## config.mk

```make
export PLATFORM = sky130hd
export DESIGN_NAME = branch_predictor
export DESIGN_NICKNAME = d
export VERILOG_FILES = /design/src/rtl/branch_predictor.sv
export SDC_FILE = /design/constraint.sdc
export NUM_CORES = 1
export LEC_CHECK = 0
export CAP_MARGIN = 30
export CORE_ASPECT_RATIO = 0.5
export CORE_MARGIN = 3
export CORE_UTILIZATION = 50
export DETAILED_ROUTE_END_ITERATION = 10
export PLACE_DENSITY = 0.8
export SETUP_SLACK_MARGIN = 0.15
export SYNTH_ARGS = -nofsm -noshare
export SYNTH_HDL_FRONTEND = slang
export SYNTH_SLANG_ARGS = --single-unit
export TNS_END_PERCENT = 50
```

## constraint.sdc

```tcl
create_clock -name clk -period 4.6 [get_ports clk]
set_input_delay 0.46 -clock clk [delete_from_list [all_inputs] [get_ports clk]]
set_output_delay 0.46 -clock clk [all_outputs]
set_load 0.01 [all_outputs]
```

## src/rtl/branch_predictor.sv

```systemverilog
// Branch prediction unit: direct-mapped BTB with 2-bit saturating counters.
// Combinational lookup for fetch; synchronous update and statistics from EX/MEM.
//
// Ports:
//   clk, reset             - clock, synchronous active-high reset
//   if_pc                  - fetch PC to look up
//   btb_hit                - entry valid and tag matches
//   predict_taken          - hit and counter says taken
//   predict_target         - stored target on hit, else 0
//   ex_mem_branch          - a conditional branch resolves this cycle
//   ex_mem_pc              - PC of the resolving branch
//   ex_mem_taken           - resolved direction
//   ex_mem_branch_target   - resolved target
//   ex_mem_pred_taken      - direction predicted at fetch
//   ex_mem_pred_target     - target predicted at fetch
//   bpu_correct            - prediction matched the resolution
//   actual_taken           - resolving branch was taken
//   stat_branches          - resolved branch count (wraps)
//   stat_mispredicts       - mispredict count (wraps)

module branch_predictor #(
    parameter int BTB_ENTRIES = 16,
    parameter int INDEX_BITS  = 4,
    parameter int PC_WIDTH    = 12,
    parameter int STAT_WIDTH  = 16
) (
    input  logic                  clk,
    input  logic                  reset,
    input  logic [PC_WIDTH-1:0]   if_pc,
    output logic                  btb_hit,
    output logic                  predict_taken,
    output logic [PC_WIDTH-1:0]   predict_target,
    input  logic                  ex_mem_branch,
    input  logic [PC_WIDTH-1:0]   ex_mem_pc,
    input  logic                  ex_mem_taken,
    input  logic [PC_WIDTH-1:0]   ex_mem_branch_target,
    input  logic                  ex_mem_pred_taken,
    input  logic [PC_WIDTH-1:0]   ex_mem_pred_target,
    output logic                  bpu_correct,
    output logic                  actual_taken,
    output logic [STAT_WIDTH-1:0] stat_branches,
    output logic [STAT_WIDTH-1:0] stat_mispredicts
);

    localparam int TAG_BITS = PC_WIDTH - INDEX_BITS - 2;

    // Table state
    logic [BTB_ENTRIES-1:0] valid_q;
    logic [BTB_ENTRIES-1:0] valid_d;
    logic [TAG_BITS-1:0]    tag_q    [BTB_ENTRIES];
    logic [TAG_BITS-1:0]    tag_d    [BTB_ENTRIES];
    logic [PC_WIDTH-1:0]    target_q [BTB_ENTRIES];
    logic [PC_WIDTH-1:0]    target_d [BTB_ENTRIES];
    logic [1:0]             ctr_q    [BTB_ENTRIES];
    logic [1:0]             ctr_d    [BTB_ENTRIES];

    // Statistics
    logic [STAT_WIDTH-1:0]  stat_branches_q;
    logic [STAT_WIDTH-1:0]  stat_branches_d;
    logic [STAT_WIDTH-1:0]  stat_mispredicts_q;
    logic [STAT_WIDTH-1:0]  stat_mispredicts_d;

    // Address split
    logic [INDEX_BITS-1:0]  lk_idx;
    logic [TAG_BITS-1:0]    lk_tag;
    logic [INDEX_BITS-1:0]  up_idx;
    logic [TAG_BITS-1:0]    up_tag;
    logic                   up_hit;
    logic                   dir_ok;
    logic                   tgt_ok;

    // Byte-offset bits carry no information for instruction addresses
    logic unused_pc_bits;
    assign unused_pc_bits = ^{if_pc[1:0], ex_mem_pc[1:0]};

    assign lk_idx = if_pc[INDEX_BITS+1:2];
    assign lk_tag = if_pc[PC_WIDTH-1:INDEX_BITS+2];
    assign up_idx = ex_mem_pc[INDEX_BITS+1:2];
    assign up_tag = ex_mem_pc[PC_WIDTH-1:INDEX_BITS+2];

    // Lookup reads the registered table, so a same-cycle update is not seen
    always_comb begin
        btb_hit        = valid_q[lk_idx] && (tag_q[lk_idx] == lk_tag);
        predict_taken  = btb_hit && ctr_q[lk_idx][1];
        predict_target = btb_hit ? target_q[lk_idx] : '0;
    end

    // Resolution check; the target only matters for a taken branch
    always_comb begin
        dir_ok      = (ex_mem_pred_taken == ex_mem_taken);
        tgt_ok      = !ex_mem_taken ||
                      (ex_mem_pred_target == ex_mem_branch_target);
        bpu_correct = 1'b1;
        if (ex_mem_branch) begin
            bpu_correct = dir_ok && tgt_ok;
        end
    end

    assign actual_taken = ex_mem_branch & ex_mem_taken;

    assign up_hit = valid_q[up_idx] && (tag_q[up_idx] == up_tag);

    // Next-state for the table and counters
    always_comb begin
        valid_d            = valid_q;
        tag_d              = tag_q;
        target_d           = target_q;
        ctr_d              = ctr_q;
        stat_branches_d    = stat_branches_q;
        stat_mispredicts_d = stat_mispredicts_q;

        if (ex_mem_branch) begin
            stat_branches_d = stat_branches_q + STAT_WIDTH'(1);
            if (!bpu_correct) begin
                stat_mispredicts_d = stat_mispredicts_q + STAT_WIDTH'(1);
            end

            if (up_hit) begin
                if (ex_mem_taken) begin
                    if (ctr_q[up_idx] != 2'd3) begin
                        ctr_d[up_idx] = ctr_q[up_idx] + 2'd1;
                    end
                    target_d[up_idx] = ex_mem_branch_target;
                end else begin
                    if (ctr_q[up_idx] != 2'd0) begin
                        ctr_d[up_idx] = ctr_q[up_idx] - 2'd1;
                    end
                end
            end else if (ex_mem_taken) begin
                // Allocate, evicting whatever aliased into this slot
                valid_d[up_idx]  = 1'b1;
                tag_d[up_idx]    = up_tag;
                target_d[up_idx] = ex_mem_branch_target;
                ctr_d[up_idx]    = 2'd2;
            end
        end
    end

    // Reset takes priority over any same-cycle resolution
    always_ff @(posedge clk) begin
        if (reset) begin
            valid_q            <= '0;
            stat_branches_q    <= '0;
            stat_mispredicts_q <= '0;
            for (int i = 0; i < BTB_ENTRIES; i++) begin
                tag_q[i]    <= '0;
                target_q[i] <= '0;
                ctr_q[i]    <= 2'd1;
            end
        end else begin
            valid_q            <= valid_d;
            tag_q              <= tag_d;
            target_q           <= target_d;
            ctr_q              <= ctr_d;
            stat_branches_q    <= stat_branches_d;
            stat_mispredicts_q <= stat_mispredicts_d;
        end
    end

    assign stat_branches    = stat_branches_q;
    assign stat_mispredicts = stat_mispredicts_q;

endmodule

```

==> flow_summary.yaml, run 1 <==
yosys:
  syn_area_per_cell_um2: 9.31
  synth.net_count: 1960
  yosysSeqAreaShare_pct: 41.6
  yosysWarnings: 0
  synth_top_cell_by_area: "dfxtp_1"
  synthCells: 1903
  async_flop_share_pct: 0
  synth.distinct_cells: 52
  synth_area_leaders: "dfxtp_1 (42%), mux4_2 (17%), nand2_1 (9.0%), mux2i_1 (6.7%), a21oi_1 (5.5%)"
  yosysTopAreaCellShare_pct: 41.6
  ys.flop_type: "dfxtp_1"
  synth_edf_count: 0
  synth_area_um2: 17700
  synth-seq-cells: 368
worst_setup_path:
  crit_slowest_cell: "clkdlybuf4s50_1"
  crit_path_start_kind: "input pin"
  path_cells: "buf_4, buf_4, mux4_2, mux4_2, xnor2_1, nand4b_1, buf_4, nor2b_1, clkdlybuf4s50_1"
  max_stage_delay_ps: 570
  path_max_fanout: 22
  crit_type: "input pin to output pin"
  crit_arrival_ps: 3530
  cp_common_cell: "buf_4"
  setup.worst_path.end_class: "output pin"
  worst_ep_required_time_ps: 4140
timing:
  maxSlewViolCount: 0
  min_period_ps: 3990
  fmax_mhz: 251
  setup-tns-final_ps: 0
  fin_crit_sh_pct: 86.8
  whs_ps: 311
  worstMarginPinSlew_ps: 1040
  grt_setup_unrepaired: "no"
  final_hold_viol_count: 0
  slew_headroom_pct: 30.7
  setup_viol: 0
  timing.final.ws_setup_ps: 609
  fin_skew_ps: 10.4
clock_network:
  cts_num_sinks: 368
  cts_tree: "done"
  post_cts_buffers: 0
  cts_max_path_buffers: 3
  htree_levels: 1
  clock-root-buffer: "clkbuf_16"
  postCtsResizedCells: 0
  postCtsHoldBufs: 0
  cts_buffers: 31
  clk_pin_slew_ps: 70
  clk_latency_ps: 600
floorplanning:
  core_region_area_um2: 34700
  die_area_um2: 37900
  die_h_um: 139
  ios: 101
  rows: 48
  initial_core_util_pct: 51.1
  die_w_um: 272
pwr:
  clkPwrFrac_pct: 45.5
  power.leakage_nw: 6.58
  power_mw: 6.83
  combPwrFrac_pct: 7.2
  power.switching_mw: 1.58
  p_sw_share_pct: 23.1
  seqPwrFrac_pct: 47.3
  power_density_nw_per_um2: 339
  ir_drop_mv: 0.383
  internal_power_mw: 5.26
route:
  antenna_left: 0
  drt-met1-wl_mm: 20.3
  drc_errors: 0
  route.vias.total: 14600
  wire_per_inst_um: 20.5
  top_layer_used: "met4"
  drtIter0Drc: 1424
  dr_wl_met3_mm: 4.51
  finalWirelength_mm: 49.4
  detail_route.vias_per_cell: 6.05
  drtPass1Iterations: 5
  dr_wl_met2_mm: 22.8
final_layout:
  area_growth_pct: 13.8
  drive_above_1_share_pct: 13.6
  mostFrequentLayoutCell: "nand2_1"
  final_core_util_pct: 58.1
  layout_common_cells: "nand2_1 (427), dfxtp_1 (368), nor2_1 (201)"
  final_net_count: 1964
  fin_cells: 2407
  diodes: 0
  design_area_um2: 20200
grt:
  grt_pass1_wl_mm: 77.0
  grt_overflow_total: 0
  grt_pass1_vias: 13900
  antenna_found_initial: 0
  grt_use_total_pct: 25.4
  grt_max_degree: 99
min_path:
  min_path_type: "input pin to flip-flop"
placement:
  dp_hpwl_mm: 31.2
  io_buffer_count: 96
  pre_cts_slack_ps: 478
  dpl_cell_area_um2: 18900
  place_inst: 2344
  gp_congestion: 0.906
status:
  outcome: "finished, final reports clean"
run:
  drv_cap: 0
-- cell usage after synthesis (2+ instances only) --
library cell	count
and4_1	2
and2_1	4
o22ai_1	14
clkbuf_1	128
a21o_1	2
xor2_1	26
o221ai_1	2
a22o_1	2
buf_6	2
nand2_1	427
buf_4	9
nor2b_1	22
a221oi_1	2
a2bb2oi_1	2
mux2_2	3
or3_1	5
a21oi_4	16
dfxtp_1	368
a22oi_1	4
mux4_2	131
buf_1	18
o21ai_0	24
and3_1	12
nand4b_1	3
buf_2	13
xnor2_1	21
nand4_1	11
o32ai_1	12
a21oi_1	195
nor3_1	9
nor2_1	201
ha_1	4
o211ai_1	22
nand3b_1	2
mux2i_1	118
nand2b_1	6
inv_1	11
nor4_1	5
nand3_1	32
-- kinds of logic after synthesis --
family | after synthesis | share of synthesized area [%]
flip-flops | 368 | 41.6
XOR/XNOR | 47 | 2.32
AND/OR/NAND/NOR | 749 | 17.5
multiplexers | 252 | 23.5
adder cells (fa/ha/maj) | 4 | 0.282
AO/OA/AOI/OAI | 302 | 10.6
buffers and inverters | 181 | 4.20
-- registers in the layout, indices dropped and copies added (netlist names) --
register / flops
target_q: 192
valid_q: 16
stat_branches: 16
stat_mispredicts: 16
tag_q: 96
ctr_q: 32
-- per-layer routing --
layer	global-route usage (%)	vias up
met2	40.3	698
li1	-	6629
met3	4.94	137
met5	0	-
met1	34.5	7102
met4	9.39	0
-- critical path, delay by kind of cell --
family / cells / cell delay [ps]
XOR/XNOR: 1 / 180
buffers and inverters: 4 / 1530
multiplexers: 2 / 1020
AND/OR/NAND/NOR: 2 / 320
-- layout make-up --
| class | instances | area, um^2 |
|---|---|---|
| Inverter | 11 | 41.3 |
| Sequential cell | 368 | 7370 |
| Clock buffer | 41 | 883 |
| Tap cell | 475 | 594 |
| Fill cell | 2947 | 14500 |
| Timing Repair Buffer | 141 | 1330 |
| Clock inverter | 17 | 333 |
| Multi-Input combinational cell | 1354 | 9620 |
-- power by group through the flow --
stage          Sequential (mW)  Clock [mW]  Combinational [mW]
2_1_floorplan             3.30           0               0.331
3_3_place_gp              3.30           0               0.474
3_5_place_dp              3.30           0               0.480
4_1_cts                   3.23        3.14               0.483
5_1_grt                   3.23        3.27               0.523
6_report                  3.23        3.11               0.492
-- worst paths after layout --
kind	startpoint	endpoint	slack (ps)	depth (start not counted)
setup / recovery	if_pc[2]	predict_taken	610	9
hold / removal	reset	tag_q[95]	310	2
setup reg to reg	tag_q[67]	ctr_q[28]	1290	8
hold reg to reg	target_q[53]	target_q[53]	450	2
Note: power is estimated with default switching activity, not from simulation.
==> run 2: changes to the inputs <==
--- a/config.mk
+++ b/config.mk
@@ -10,7 +10,7 @@
 export CORE_MARGIN = 3
 export CORE_UTILIZATION = 50
 export DETAILED_ROUTE_END_ITERATION = 10
-export PLACE_DENSITY = 0.8
+export PLACE_DENSITY_LB_ADDON = 0.15
 export SETUP_SLACK_MARGIN = 0.15
 export SYNTH_ARGS = -nofsm -noshare
 export SYNTH_HDL_FRONTEND = slang
==> flow_summary.yaml, run 2 (same netlist as run 1, synthesis figures left out) <==
final_layout:
  mostFrequentLayoutCell: "nand2_1"
  diodes: 0
  final_net_count: 1971
  area_growth_pct: 13.6
  drive_above_1_share_pct: 13.7
  layout_common_cells: "nand2_1 (427), dfxtp_1 (368), nor2_1 (201)"
  reg_top3: "target_q (192), tag_q (96), ctr_q (32)"
  largest_reg_flops: 192
  largest_register: "target_q"
  final_core_util_pct: 58.0
pwr:
  clkPwrFrac_pct: 44.3
  p_sw_share_pct: 24.1
  power.switching_mw: 1.61
  ir_drop_mv: 0.212
  seqPwrFrac_pct: 48.3
  combPwrFrac_pct: 7.4
  power_density_nw_per_um2: 332
  internal_power_mw: 5.08
  power.leakage_nw: 6.57
timing:
  worstMarginPinSlew_ps: 1090
  whs_ps: 256
  final_hold_viol_count: 0
  setup-tns-final_ps: 0
  slew_headroom_pct: 27.7
  fmax_mhz: 257
  min_period_ps: 3890
  grt_setup_unrepaired: "no"
  setup_viol: 0
  fin_skew_ps: 18.8
  maxSlewViolCount: 0
  fin_crit_sh_pct: 84.6
worst_setup_path:
  crit_path_start_kind: "input pin"
  worst_ep_required_time_ps: 4140
  crit_slowest_cell: "clkdlybuf4s50_1"
  path_cells: "buf_4, buf_4, mux4_2, mux4_2, xnor2_1, nand4b_1, buf_4, nor2b_1, clkdlybuf4s50_1"
  critical-path-top-delay-family: "buffers and inverters"
  setup.worst_path.end_class: "output pin"
  crit_type: "input pin to output pin"
  cp_common_cell: "buf_4"
  crit_buf_inv: 4
  max_stage_delay_ps: 560
  crit_arrival_ps: 3430
  path_max_fanout: 14
route:
  drtPass1Iterations: 5
  finalWirelength_mm: 49.8
  drc_errors: 0
  route.vias.total: 14100
  wire_per_inst_um: 20.6
  antenna_left: 0
  detail_route.vias_per_cell: 5.82
  drtIter0Drc: 1237
floorplanning:
  ios: 101
  initial_core_util_pct: 51.1
  die_area_um2: 37900
  core_region_area_um2: 34700
  die_w_um: 272
  die_h_um: 139
  rows: 48
clock_network:
  postCtsResizedCells: 0
  clock-root-buffer: "clkbuf_16"
  cts_max_path_buffers: 3
  htree_levels: 2
  cts_num_sinks: 368
  clk_pin_slew_ps: 70
  cts_buffers: 35
  postCtsHoldBufs: 0
  clk_latency_ps: 540
  post_cts_buffers: 0
  cts_tree: "done"
placement:
  dp_hpwl_mm: 31.1
  io_buffer_count: 96
  gp_congestion: 0.854
grt:
  grt_max_degree: 227
  grt_pass1_wl_mm: 77.6
  antenna_found_initial: 0
  grt_overflow_total: 0
  grt_use_total_pct: 26.0
  grt_pass1_vias: 13400
min_path:
  min_path_type: "input pin to flip-flop"
run:
  drv_cap: 0
status:
  outcome: "finished, final reports clean"
[run 2: changes by cell type in the layout (fill, tap and decap cells not counted), sizes merged]
cell      before  now
inv           12   13
clkinvlp       3    1
bufinv         9    2
buf           51   55
clkinv         4    6
clkbuf        42   50
[run 2: per-layer routing]
metal | track usage, % | routed length [um] | up-vias
li1 | - | - | 6646
met1 | 37.4 | 22700 | 6860
met2 | 39.8 | 22400 | 445
met3 | 4.70 | 3190 | 99
met4 | 8.54 | 1480 | 0
met5 | 0 | 0 | -
[run 2: worst register-to-register path: stages, from the launching register on]
cell,delay (ps)
dfxtp_1,330
mux4_2,470
mux4_2,470
xor2_1,170
a31oi_1,370
nor2b_4,440
nand2_1,440
o32ai_1,450
o22ai_1,130
[run 2: path summary, 6_finish.rpt]
check                 endpoint           from  cells past startpoint  slack [ps]
max          predict_target[3]       if_pc[2]                      9         710
min                 valid_q[6]          reset                      2         260
max reg2reg          ctr_q[20]      tag_q[37]                      8        1210
min reg2reg      target_q[156]  target_q[156]                      2         450
[run 2: area by class of cell]
cell class / instances / area, um^2
fill: 3101 / 14600
multi-input combinational: 1354 / 9620
sequential: 368 / 7370
timing repair buffer: 144 / 1350
clock buffer: 50 / 1030
tap: 475 / 594
clock inverter: 11 / 126
inverter: 11 / 41.3
[run 2: power by group through the flow]
stage               logic (mW)  clock network (mW)  registers (mW)
floorplan                0.331                   0            3.30
global placement         0.489                   0            3.30
detailed placement       0.491                   0            3.30
CTS                      0.491                3.02            3.23
global route             0.528                3.16            3.23
finish                   0.493                2.97            3.23
[run 2: through the flow]
| stage | power, mW | area [um^2] | setup slack, ps | cells |
|---|---|---|---|---|
| after CTS | 6.74 | 20100 | 686 | 2412 |
| final | 6.69 | 20100 | 709 | 2413 |
| after floorplan | 3.63 | 17700 | 879 | 1903 |
| after global placement | 3.79 | 19000 | 455 | 2350 |
| after detailed placement | 3.79 | 19000 | 426 | 2351 |
| after global routing | 6.92 | 20100 | 506 | 2413 |
